### config.mk
export PLATFORM = sky130hd
export DESIGN_NAME = fetch_pc_unit_flat
export DESIGN_NICKNAME = d
export VERILOG_FILES = /design/src/rtl/fetch_pc_unit_if.sv /design/src/rtl/fetch_pc_unit.sv /design/src/flat_wrapper.sv
export SDC_FILE = /design/constraint.sdc
export NUM_CORES = 1
export LEC_CHECK = 0
export CAP_MARGIN = 5
export CORE_MARGIN = 5
export CORE_UTILIZATION = 44
export DETAILED_ROUTE_END_ITERATION = 12
export PLACE_DENSITY = 0.66
export REMOVE_ABC_BUFFERS = 1
export SETUP_SLACK_MARGIN = 0.15
export SYNTH_ARGS = -nofsm -noshare
export SYNTH_HDL_FRONTEND = slang
export SYNTH_SLANG_ARGS = --single-unit
### constraint.sdc
create_clock -name clk -period 5.5 [get_ports clk]
set_clock_uncertainty 0.05 [all_clocks]
set_input_delay 1.1 -clock clk [delete_from_list [all_inputs] [get_ports clk]]
set_output_delay 1.1 -clock clk [all_outputs]
set_load 0.005 [all_outputs]
### src/rtl/fetch_pc_unit_if.sv
// Fetch-side bus of the 16-bit core front end: instruction memory address/data,
// control FSM requests and the fetch unit's status outputs.
interface fetch_pc_unit_if;
    logic [15:0] pc_out;
    logic [15:0] instr_in;
    logic        fetch_en;
    logic        redirect;
    logic [1:0]  redirect_sel;
    logic [15:0] ir_out;
    logic        ir_valid;
    logic [4:0]  ras_count;
    logic        fault;

    modport master (
        input  pc_out, ir_out, ir_valid, ras_count, fault,
        output instr_in, fetch_en, redirect, redirect_sel
    );

    modport slave (
        output pc_out, ir_out, ir_valid, ras_count, fault,
        input  instr_in, fetch_en, redirect, redirect_sel
    );
endinterface

### src/rtl/fetch_pc_unit.sv
// Program counter, instruction register and return-address stack of the
// multicycle core; redirects act only on an instruction currently held in IR.
module fetch_pc_unit #(
    parameter logic [15:0] RESET_PC  = 16'h0000,
    parameter int          RAS_DEPTH = 8
) (
    input logic            clk,
    input logic            reset,
    fetch_pc_unit_if.slave io_bus
);
    localparam int         PTR_W   = (RAS_DEPTH > 1) ? $clog2(RAS_DEPTH) : 1;
    localparam logic [4:0] CNT_MAX = 5'(RAS_DEPTH);

    typedef enum logic [1:0] {
        S_EMPTY = 2'b00,
        S_HOLD  = 2'b01,
        S_FAULT = 2'b10
    } state_t;

    state_t      r_state, w_state_nxt;
    logic [15:0] r_pc, w_pc_nxt;
    logic [15:0] r_ir, w_ir_nxt;
    logic        r_ir_valid, w_ir_valid_nxt;
    logic [4:0]  r_ras_count, w_ras_count_nxt;
    logic        r_fault, w_fault_nxt;
    logic        w_push;
    logic [15:0] r_ras [RAS_DEPTH];

    logic [PTR_W-1:0] w_push_idx;
    logic [PTR_W-1:0] w_pop_idx;
    logic [15:0]      w_br_off;

    assign w_push_idx = r_ras_count[PTR_W-1:0];
    assign w_pop_idx  = PTR_W'(r_ras_count - 5'd1);
    assign w_br_off   = {{10{r_ir[5]}}, r_ir[5:0]};

    // Next-state and next-register computation for fetch, redirect and fault.
    always_comb begin
        w_state_nxt     = r_state;
        w_pc_nxt        = r_pc;
        w_ir_nxt        = r_ir;
        w_ir_valid_nxt  = r_ir_valid;
        w_ras_count_nxt = r_ras_count;
        w_fault_nxt     = r_fault;
        w_push          = 1'b0;
        case (r_state)
            S_EMPTY, S_HOLD: begin
                if ((r_state == S_HOLD) && io_bus.redirect) begin
                    // Default is a successful redirect; stack errors override below.
                    w_ir_valid_nxt = 1'b0;
                    w_state_nxt    = S_EMPTY;
                    case (io_bus.redirect_sel)
                        2'b00: w_pc_nxt = r_pc + w_br_off;
                        2'b01: w_pc_nxt = {4'b0000, r_ir[11:0]};
                        2'b10: begin
                            if (r_ras_count < CNT_MAX) begin
                                w_push          = 1'b1;
                                w_ras_count_nxt = r_ras_count + 5'd1;
                                w_pc_nxt        = {4'b0000, r_ir[11:0]};
                            end else begin
                                w_fault_nxt = 1'b1;
                                w_state_nxt = S_FAULT;
                            end
                        end
                        2'b11: begin
                            if (r_ras_count != 5'd0) begin
                                w_ras_count_nxt = r_ras_count - 5'd1;
                                w_pc_nxt        = r_ras[w_pop_idx];
                            end else begin
                                w_fault_nxt = 1'b1;
                                w_state_nxt = S_FAULT;
                            end
                        end
                        default: w_pc_nxt = r_pc;
                    endcase
                end else if (io_bus.fetch_en && !io_bus.redirect) begin
                    w_ir_nxt       = io_bus.instr_in;
                    w_pc_nxt       = r_pc + 16'd1;
                    w_ir_valid_nxt = 1'b1;
                    w_state_nxt    = S_HOLD;
                end else begin
                    w_state_nxt = r_state;
                end
            end
            S_FAULT: begin
                w_ir_valid_nxt = 1'b0;
                w_fault_nxt    = 1'b1;
            end
            default: begin
                w_ir_valid_nxt = 1'b0;
                w_state_nxt    = S_EMPTY;
            end
        endcase
    end

    // State and architectural registers.
    always_ff @(posedge clk or posedge reset) begin
        if (reset) begin
            r_state     <= S_EMPTY;
            r_pc        <= RESET_PC;
            r_ir        <= 16'h0000;
            r_ir_valid  <= 1'b0;
            r_ras_count <= 5'd0;
            r_fault     <= 1'b0;
        end else begin
            r_state     <= w_state_nxt;
            r_pc        <= w_pc_nxt;
            r_ir        <= w_ir_nxt;
            r_ir_valid  <= w_ir_valid_nxt;
            r_ras_count <= w_ras_count_nxt;
            r_fault     <= w_fault_nxt;
        end
    end

    // Return-address storage; contents are don't-care after reset.
    always_ff @(posedge clk) begin
        if (w_push) begin
            r_ras[w_push_idx] <= r_pc;
        end
    end

    assign io_bus.pc_out    = r_pc;
    assign io_bus.ir_out    = r_ir;
    assign io_bus.ir_valid  = r_ir_valid;
    assign io_bus.ras_count = r_ras_count;
    assign io_bus.fault     = r_fault;
endmodule

### src/flat_wrapper.sv
// flat-port wrapper written by rule: the top's interface ports become plain ports
module fetch_pc_unit_flat 
#(
    parameter logic [15:0] RESET_PC  = 16'h0000,
    parameter int          RAS_DEPTH = 8
)
  (clk, reset, io_bus_pc_out, io_bus_ir_out, io_bus_ir_valid, io_bus_ras_count, io_bus_fault, io_bus_instr_in, io_bus_fetch_en, io_bus_redirect, io_bus_redirect_sel);
  fetch_pc_unit_if io_bus_i ();
  input logic clk;
  input logic reset;
  output wire logic [$bits(io_bus_i.pc_out)-1:0] io_bus_pc_out;
  output wire logic [$bits(io_bus_i.ir_out)-1:0] io_bus_ir_out;
  output wire logic [$bits(io_bus_i.ir_valid)-1:0] io_bus_ir_valid;
  output wire logic [$bits(io_bus_i.ras_count)-1:0] io_bus_ras_count;
  output wire logic [$bits(io_bus_i.fault)-1:0] io_bus_fault;
  input wire logic [$bits(io_bus_i.instr_in)-1:0] io_bus_instr_in;
  input wire logic [$bits(io_bus_i.fetch_en)-1:0] io_bus_fetch_en;
  input wire logic [$bits(io_bus_i.redirect)-1:0] io_bus_redirect;
  input wire logic [$bits(io_bus_i.redirect_sel)-1:0] io_bus_redirect_sel;
  assign io_bus_pc_out = io_bus_i.pc_out;
  assign io_bus_ir_out = io_bus_i.ir_out;
  assign io_bus_ir_valid = io_bus_i.ir_valid;
  assign io_bus_ras_count = io_bus_i.ras_count;
  assign io_bus_fault = io_bus_i.fault;
  assign io_bus_i.instr_in = io_bus_instr_in;
  assign io_bus_i.fetch_en = io_bus_fetch_en;
  assign io_bus_i.redirect = io_bus_redirect;
  assign io_bus_i.redirect_sel = io_bus_redirect_sel;
  fetch_pc_unit #(.RESET_PC(RESET_PC), .RAS_DEPTH(RAS_DEPTH)) u_core (.clk(clk), .reset(reset), .io_bus(io_bus_i));
endmodule
==> flow_summary.yaml <==
status:
  status: "completed"
critical_path:
  arrival_ps: 4020
  cp_slowest_stage_delay_ps: 730
  r2r-start: "u_core.io_bus.ras_count[1]$_DFFE_PP0P_"
  path_cells: "clkdlybuf4s50_1 > ha_1 > nor4b_1 > a211oi_2 > buf_4 > nor2_1 > nor2_1 > o22ai_1 > a31oi_1"
  worstSetupPathType: "in -> reg"
  required_ps: 5750
  path_buf_inv: 2
  cp_slowest_cell: "ha_1"
  crit_fanout: 21
  reg2reg_depth: 8
  start_kind: "input pin"
  r2r-end: "u_core.io_bus.pc_out[10]$_DFFE_PP0P_"
  rrSetupSlack_ps: 1930
  setup.worst_path.end_class: "register"
  path_delay_family: "simple AND/OR/NAND/NOR gates"
  crit_top_cell: "nor2_1"
worst_hold_path:
  worstHoldStart: "u_core.io_bus.ir_out[12]$_DFFE_PP0P_"
  hp-class: "reg -> reg"
  hold-path-endpoint: "u_core.io_bus.ir_out[12]$_DFFE_PP0P_"
  hold_depth: 2
clock_network:
  postCtsResizedCells: 0
  clk_pin_slew_ps: 70
  clock_sinks: 169
  clock_latency_ps: 420
  cts_buffers: 17
  cts_tree: "done"
  post-cts-setup-buffers: 0
  clockBufferDepth: 2
  cts_root_buf: "clkbuf_16"
  cts_hold_buffers: 0
  htree_levels: 4
sta:
  fin_crit_sh: 0.685
  hold_viol_final: 0
  final_max_slew_viol_count: 0
  grt_setup_unrepaired: "false"
  layout_min_cycle_time_ps: 3770
  slew_headroom: 0.369
  max_freq_mhz: 265
  whs_ps: 433
  setup_viol: 0
  max_slew.worst_pin.slew_ps: 946
  fin_setup_tns_ps: 0
floorplan:
  die_h_um: 145
  rows: 49
  design.portCount: 61
  die_area_sq_um: 21100
  die_w_um: 145
  start_util: 0.448
  core-area_sq_um: 18000
global_route:
  grt_usage: 0.194
  grt_pass1_vias: 5478
  grt_max_degree: 42
  overflow: 0
  grt_pass1_wl_um: 31900
  antenna_found_initial: 0
synth:
  synth.area.top_cells: "edfxtp_1 48%, dfrtp_1 13%, mux4_2 5.6%"
  syn_area_per_cell_sq_um: 13.7
  ys_ff_latch: 169
  synth_edf_count: 128
  ys_warn_count: 0
  yosys-top-cells-count: "128 x edfxtp_1, 75 x nand2_1, 41 x dfrtp_1"
  seq_area_frac_synth: 0.606
  synthCells: 585
  synth_top_area_cell: "edfxtp_1"
  synth_cell_type_count: 60
  synth_top_area_frac: 0.478
  syn_area_sq_um: 8040
  synth_most_common_cell: "edfxtp_1"
  synth_ff_type: "edfxtp_1"
  async_flop_share: 0.243
power_and_ir_drop:
  peakVddDrop_mv: 0.281
  power_uw: 5030
  p_leak_uw: 0.00347
  power_density_nw_per_um2: 529
placement:
  portBuffers: 60
  gp_congestion: 0.915
  dpl.hpwl_um: 13500
detailed_routing:
  vias: 5357
  drc: 0
  drt_first_pass_iters: 5
  drt_iter0_markers: 464
  vias_per_cell: 5.98
  drtAntennaViolNets: 0
  routed_wl_um: 20400
  wl_per_cell_um: 22.7
cells_and_area:
  diodes: 0
  final_nets: 699
  drive_above_1_share: 0.136
  area_delta_synth_final_pct: 18.4
  fillers: 1492
run:
  max_cap_violations: 0
[where the power goes]
group          total (uW)  switching [uW]  leakage, uW  internal [uW]
combinational        1910             992      0.00154            918
clock                1170             496     0.000278            671
sequential           1960             340      0.00165           1620
total                5030            1830      0.00347           3210
[layer usage]
layer  GRT usage  up-vias  share of wire  routed length [um]
met5           0        -              0                   0
met2       0.310      205           0.48                9850
met3      0.0315       43          0.056                1150
met4      0.0765        0          0.026                 533
li1            -     2418              -                   -
met1       0.268     2691           0.43                8850
[flip-flops by register name, indices dropped and copies added (netlist names)]
name                     flops
u_core.io_bus.fault          1
u_core.io_bus.ir_out        16
u_core.io_bus.ir_valid       1
u_core.io_bus.pc_out        16
u_core.io_bus.ras_count      5
u_core.r_ras               128
u_core.r_state               2
[kinds of logic after synthesis]
| group | synth area share |
|---|---|
| AOI/OAI and AO/OA | 0.101 |
| xor gates and xnor gates | 0.0185 |
| adders and majority gates | 0.0367 |
| buffers and inverters | 0.0243 |
| DFF | 0.606 |
| muxes | 0.119 |
| and+or+nand+nor | 0.0948 |
[placed cells by master (no fill, tap or decap), drive strengths merged, types with 3 or more instances in the layout]
master         Yosys  routed
edfxtp           128     128
nand2             75      75
clkdlybuf4s50      0      60
dfrtp             41      41
nor2              38      38
a21oi             33      33
mux4              32      32
o21ai             23      23
ha                22      22
clkbuf            16      18
inv               15      18
buf               11      17
nand3             14      14
mux2              11      11
xor2              10      10
nor3              10      10
a221o              8       8
xnor2              7       7
mux2i              7       7
nand4              7       7
a211oi             7       7
clkinv             0       7
a21o               6       6
a221oi             6       6
o21bai             4       4
o21a               3       3
o211ai             3       3
and4               3       3
a31oi              3       3
o221ai             3       3
o22ai              3       3
nor2b              3       3
[through the flow]
step	cell area (sq um)	worst slack [ps]	util	cells
after global routing	9520	1560	0.530	896
after detailed placement	8940	1330	0.498	864
after global placement	8940	1490	0.498	864
final	9520	1730	0.530	896
after floorplan	7900	1420	-	558
after CTS	9520	1770	0.530	896
[worst max-delay path by stage]
| stage | slack [ps] | from | to | cells after the start |
|---|---|---|---|---|
| after floorplan | 1420 | u_core.io_bus.ras_count[0]$_DFFE_PP0P_ | u_core.io_bus.pc_out[4]$_DFFE_PP0P_ | 7 |
| after global placement | 1490 | io_bus_redirect_sel[1] | u_core.io_bus.pc_out[5]$_DFFE_PP0P_ | 9 |
| after detailed placement | 1330 | io_bus_redirect_sel[1] | u_core.io_bus.pc_out[5]$_DFFE_PP0P_ | 9 |
| after CTS | 1770 | io_bus_redirect_sel[1] | u_core.io_bus.pc_out[5]$_DFFE_PP0P_ | 9 |
| after global routing | 1560 | io_bus_redirect_sel[1] | u_core.io_bus.pc_out[0]$_DFFE_PP0P_ | 9 |
| final | 1730 | io_bus_redirect_sel[1] | u_core.io_bus.pc_out[5]$_DFFE_PP0P_ | 9 |
[worst reg2reg max path: stages (launching register included)]
cell and delay [ps]:
dfrtp_1 620, inv_1 160, ha_1 830, buf_4 430, mux4_1 370, mux2_2 330, a221oi_2 230, a21oi_1 70
a221o_1 360
[area by class of cell]
type / instances / area, sq um / share of cell area
Timing Repair Buffer: 77 / 728 / 0.0765
Clock buffer: 18 / 429 / 0.0451
Clock inverter: 14 / 148 / 0.0155
Sequential cell: 169 / 4870 / 0.512
Multi-Input combinational cell: 374 / 3000 / 0.315
Inverter: 15 / 56.3 / 0.00592
Tap cell: 229 / 287 / 0.0301
Power figures use the tool's default switching activity.
